$ cat src/rtl/pipeline_ram_if.sv
// rtl/pipeline_ram_if.sv - request/update bus for the pipelined histogram RAM
//
// Signals:
//   ram_en     increment request
//   addr_r     bin address of the request
//   upd_valid  write-back occurring this cycle
//   upd_addr   bin address being written back
//   upd_count  post-increment count being written back
// Modports: master drives requests and observes updates; slave is the RAM.
interface pipeline_ram_if #(
    parameter int ADDR_W = 5,
    parameter int DATA_W = 16
);
    logic              ram_en;
    logic [ADDR_W-1:0] addr_r;
    logic              upd_valid;
    logic [ADDR_W-1:0] upd_addr;
    logic [DATA_W-1:0] upd_count;

    modport master (
        output ram_en,
        output addr_r,
        input  upd_valid,
        input  upd_addr,
        input  upd_count
    );

    modport slave (
        input  ram_en,
        input  addr_r,
        output upd_valid,
        output upd_addr,
        output upd_count
    );
endinterface

$ cat src/rtl/pipeline_ram.sv
// rtl/pipeline_ram.sv - pipelined read-modify-write histogram RAM, one increment per cycle
//
// Ports:
//   clk  rising-edge clock
//   rst  synchronous active-low reset (clears all bins and the pipeline)
//   bus  pipeline_ram_if.slave: ram_en/addr_r request in, upd_* write-back out
//
// Pipeline: S1 registers the request and the bin read; S2 registers the
// saturated increment, which is the upd_* output and is written to the bin
// on the following edge. Two bypass paths keep back-to-back and gap-of-one
// requests to the same bin coherent with one-at-a-time behaviour.
module pipeline_ram #(
    parameter int ADDR_W = 5,
    parameter int DATA_W = 16,
    parameter int DEPTH  = 2**ADDR_W
) (
    input  logic           clk,
    input  logic           rst,
    pipeline_ram_if.slave  bus
);
    logic [DATA_W-1:0] mem [DEPTH];

    logic              s1_valid;
    logic [ADDR_W-1:0] s1_addr;
    logic [DATA_W-1:0] s1_data;

    logic              s2_valid;
    logic [ADDR_W-1:0] s2_addr;
    logic [DATA_W-1:0] s2_count;

    logic [DATA_W-1:0] rd_data;
    logic [DATA_W-1:0] operand;
    logic [DATA_W-1:0] next_count;

    // The bin being written back this cycle is not yet in mem when S1 reads
    // it (gap of one request), so take the write-back value instead.
    always_comb begin
        rd_data = mem[bus.addr_r];
        if (s2_valid && (s2_addr == bus.addr_r)) begin
            rd_data = s2_count;
        end
    end

    // Back-to-back requests: S1's read predates the S2 result, so forward it.
    always_comb begin
        operand = s1_data;
        if (s2_valid && (s2_addr == s1_addr)) begin
            operand = s2_count;
        end
    end

    // Saturate at all-ones rather than wrapping to zero.
    always_comb begin
        next_count = operand + DATA_W'(1);
        if (operand == {DATA_W{1'b1}}) begin
            next_count = operand;
        end
    end

    always_ff @(posedge clk) begin
        if (!rst) begin
            for (int i = 0; i < DEPTH; i++) begin
                mem[i] <= '0;
            end
            s1_valid <= 1'b0;
            s1_addr  <= '0;
            s1_data  <= '0;
            s2_valid <= 1'b0;
            s2_addr  <= '0;
            s2_count <= '0;
        end else begin
            s1_valid <= bus.ram_en;
            if (bus.ram_en) begin
                s1_addr <= bus.addr_r;
                s1_data <= rd_data;
            end

            s2_valid <= s1_valid;
            // Address/count hold their last values on idle cycles.
            if (s1_valid) begin
                s2_addr  <= s1_addr;
                s2_count <= next_count;
            end

            if (s2_valid) begin
                mem[s2_addr] <= s2_count;
            end
        end
    end

    assign bus.upd_valid = s2_valid;
    assign bus.upd_addr  = s2_addr;
    assign bus.upd_count = s2_count;
endmodule

$ cat src/flat_wrapper.sv
// flat-port wrapper written by rule: the top's interface ports become plain ports
module pipeline_ram_flat 
#(
    parameter int ADDR_W = 5,
    parameter int DATA_W = 16,
    parameter int DEPTH  = 2**ADDR_W
)
  (clk, rst, bus_ram_en, bus_addr_r, bus_upd_valid, bus_upd_addr, bus_upd_count);
  pipeline_ram_if #(.ADDR_W(ADDR_W), .DATA_W(DATA_W)) bus_i ();
  input  logic clk;
  input  logic rst;
  input wire logic [$bits(bus_i.ram_en)-1:0] bus_ram_en;
  input wire logic [$bits(bus_i.addr_r)-1:0] bus_addr_r;
  output wire logic [$bits(bus_i.upd_valid)-1:0] bus_upd_valid;
  output wire logic [$bits(bus_i.upd_addr)-1:0] bus_upd_addr;
  output wire logic [$bits(bus_i.upd_count)-1:0] bus_upd_count;
  assign bus_i.ram_en = bus_ram_en;
  assign bus_i.addr_r = bus_addr_r;
  assign bus_upd_valid = bus_i.upd_valid;
  assign bus_upd_addr = bus_i.upd_addr;
  assign bus_upd_count = bus_i.upd_count;
  pipeline_ram #(.ADDR_W(ADDR_W), .DATA_W(DATA_W), .DEPTH(DEPTH)) u_core (.clk(clk), .rst(rst), .bus(bus_i));
endmodule
$ cat config.mk
export PLATFORM = sky130hd
export DESIGN_NAME = pipeline_ram_flat
export DESIGN_NICKNAME = d
export VERILOG_FILES = /design/src/rtl/pipeline_ram_if.sv /design/src/rtl/pipeline_ram.sv /design/src/flat_wrapper.sv
export SDC_FILE = /design/constraint.sdc
export NUM_CORES = 1
export LEC_CHECK = 0
export CORE_MARGIN = 1
export CORE_UTILIZATION = 25
export CTS_CLUSTER_DIAMETER = 60
export DETAILED_ROUTE_END_ITERATION = 10
export PLACE_DENSITY_LB_ADDON = 0.25
export SETUP_SLACK_MARGIN = 0.02
export SLEW_MARGIN = 20
export SYNTH_ARGS = -nofsm -noshare
export SYNTH_HDL_FRONTEND = slang
export SYNTH_SLANG_ARGS = --single-unit
$ cat constraint.sdc
create_clock -name clk -period 3.3 [get_ports clk]
set_clock_uncertainty 0.15 [all_clocks]
set_input_delay 0.33 -clock clk [delete_from_list [all_inputs] [get_ports clk]]
set_output_delay 0.33 -clock clk [all_outputs]
set_load 0.03 [all_outputs]
==> out/metrics.cfg <==
[clock_tree]
postCtsHoldBufs = 0
ctsLongestPathBuffers = 3
cts_tree = yes
insertion_delay_ns = 0.61
post_cts_resized = 0
root_buffer = clkbuf_16
clock-sinks = 556
htree_levels = 3
cts-buffers-inserted = 66
path_clk_slew_ns = 0.05
post_cts_buffers = 0

[placed_design]
dpl-instance-area_mm2 = 0.02807
place_ws_ns = 0.2797
place_inst = 3208
dp_hpwl_mm = 51.57
portBuffers = 29
gp_congestion = 0.8533

[setup_path]
cp-start-kind = flop
critical_path.max_fanout = 37
path_class = reg2out
critical_path_required_ns = 2.82
worstPathArrival_ns = 2.24
r2r_cells = 5
end_kind = output port

[global_routing]
grt_first_pass_wirelength_mm = 117.4
track_usage_pct = 15.65
grt_pass1_vias = 16108
grt_max_degree = 57
antenna_found_initial = 6
grt_overflow = 0

[detailed_routing]
vias = 15678
viasPerCell = 4.717
drt_pass1_iterations = 7
totalWireLength_mm = 81.39
drcViolationCount = 0
wl_per_cell_um = 24.49
ant_nets = 0
first_iter_violations = 1480

[finish]
areaGrowthSynthToFinish_pct = 16.05
final_nets = 1916
fillers = 10337
regArea_mm2 = 0.01627
final_cells = 3324
drive_gt1_share_pct = 18.57
multi_input_area_mm2 = 0.008807
design_area_mm2 = 0.03005

[sta]
rsz0062_at_grt = false
tns_ns = 0
fin_crit_sh_pct = 82.54
setup_viol = 0
relSlewSlack_pct = 26.04
clock.fmax_mhz = 367.1
finalCriticalPeriod_ns = 2.724
hold_viol_final = 0
layout_setup_ws_ns = 0.5761
whs_ns = 0.1102
drv_slew = 0
worst_slew_pin_slew_ns = 1.105

[yosys]
synth-edff-count = 512
synth_compound_area_share_pct = 3.498
synth_flop_cell = edfxtp_1
yosysSeqAreaShare_pct = 62.78
async_flop_share_pct = 0
synth_nets = 1889
yosysWarnings = 0
ys_ff_latch = 556
syn_avg_cell_area_um2 = 13.77
synth_mux_area_share_pct = 12.27
synth_cells = 1881
synth-simple-area-share_pct = 17.53
yosys.area_share.adder_pct = 0
synth-xor-area-share_pct = 0.6668
synth_cell_types = 58
synth_top_family_by_area = simple AND/OR/NAND/NOR gates
synthesis.area_mm2 = 0.02589

[floorplanning]
chipWidth_um = 323.8
io_pins = 30
core_mm2 = 0.1022
initial_core_util_pct = 25.34
fp.dieArea_mm2 = 0.1049
fp-row-count = 117
die_h_um = 323.8

[pwr]
cellPowerDensity_mw_per_mm2 = 537.7
p_leak_nw = 10.40
ir_worst_vdd_uv = 354.1

[run_status]
outcome = completed

[worst_hold_path]
min_path_type = in2reg
hold-path-cell-count = 2

[flow_run]
cap_violations = 0

flip-flops by register name, summed over array words and instances, names as in the netlist:
register	count
u_core.bus.upd_valid	1
u_core.mem	512
u_core.s1_addr	5
u_core.s1_valid	1
u_core.bus.upd_count	16
u_core.s1_data	16
u_core.bus.upd_addr	5
worst paths after layout:
| check | slack, ns | start | end |
|---|---|---|---|
| max | 0.58 | u_core.bus.upd_count[11]$_SDFFE_PN0P_ | bus_upd_count[11] |
| min | 0.11 | rst | u_core.mem[15][11]$_SDFFCE_PN0P_ |
| max reg2reg | 0.59 | u_core.bus.upd_valid$_SDFF_PN0_ | u_core.mem[28][8]$_SDFFCE_PN0P_ |
| min reg2reg | 0.40 | u_core.s1_addr[1]$_SDFFE_PN0P_ | u_core.s1_addr[1]$_SDFFE_PN0P_ |
power breakdown:
group	total (mW)	internal (mW)	switching, mW
logic	1.28	0.429	0.847
clock network	6.83	3.94	2.89
registers	8.05	7.93	0.127
total	16.2	12.3	3.86
logic make-up (layout without fill, tap and decap cells):
family / count (synthesis) / after routing
and+or+nand+nor: 811 / 811
AOI/OAI and AO/OA: 144 / 144
buffers and inverters: 195 / 269
DFF: 556 / 556
muxes: 157 / 157
xor gates and xnor gates: 18 / 18
other: 0 / 1
layout make-up:
| cell class | instances | area share [%] |
|---|---|---|
| tap | 1368 | 5.696 |
| clock inverter | 23 | 0.4580 |
| clock buffer | 92 | 6.100 |
| timing repair buffer | 148 | 4.193 |
| sequential | 556 | 54.16 |
| inverter | 6 | 0.07495 |
| antenna | 1 | 0.008328 |
| multi-input combinational | 1130 | 29.31 |
through the flow:
| step | power [mW] | utilization [%] |
|---|---|---|
| 2_1_floorplan | 8.883 | - |
| 6_report | 16.16 | 29.41 |
| 3_3_place_gp | 9.476 | 27.46 |
| 4_1_cts | 16.30 | 29.40 |
| 3_5_place_dp | 9.491 | 27.47 |
| 5_1_grt | 16.66 | 29.41 |
cells in the mapped netlist, types with 4 or more instances:
master | instances | share of area, %
nor2_1 | 61 | 0.88
inv_1 | 5 | 0.072
clkbuf_1 | 144 | 2.1
mux2i_1 | 28 | 1.1
and2_1 | 483 | 12
nand3_1 | 44 | 0.85
and4_1 | 5 | 0.17
nand4_1 | 28 | 0.68
xor2_1 | 5 | 0.17
nand2_1 | 130 | 1.9
o21ai_0 | 65 | 1.3
nor3_1 | 36 | 0.70
edfxtp_1 | 512 | 59
buf_1 | 7 | 0.10
buf_4 | 18 | 0.52
a32oi_1 | 16 | 0.54
xnor2_1 | 11 | 0.37
nor2b_1 | 6 | 0.14
a21oi_1 | 11 | 0.21
buf_2 | 15 | 0.29
mux4_2 | 128 | 11
a31oi_1 | 23 | 0.56
dfxtp_1 | 44 | 3.4
or3_1 | 4 | 0.097
worst max-delay path: stages (launching register included):
cell	delay, ns
dfxtp_2	0.33
buf_4	0.52
clkdlybuf4s50_1	0.79
per-layer routing:
metal | vias to the layer above | global-route usage, % | routed length, um
li1 | 6936 | - | -
met5 | - | 0 | 11
met2 | 489 | 25.74 | 39300
met3 | 122 | 4.208 | 5855
met4 | 2 | 4.476 | 2282
met1 | 8129 | 20.10 | 33940
placed cells by master, fill, tap and decap left out, types with 4 or more instances in the layout:
cell	synthesis	layout
a21oi_1	11	11
a31oi_1	23	23
a32oi_1	16	16
and2_1	483	483
and4_1	5	5
buf_12	0	7
buf_4	18	114
clkbuf_1	144	21
clkbuf_16	0	69
clkdlybuf4s50_1	0	24
clkinv_1	0	13
clkinv_2	0	5
dfxtp_1	44	29
dfxtp_2	0	15
edfxtp_1	512	512
inv_1	5	4
mux2i_1	28	28
mux4_2	128	128
nand2_1	130	130
nand3_1	44	44
nand4_1	28	28
nor2_1	61	56
nor2_2	0	5
nor2b_1	6	6
nor3_1	36	36
o21ai_0	65	33
o21ai_1	2	34
or3_1	4	4
xnor2_1	11	11
xor2_1	5	5
Power figures use the tool's default switching activity.
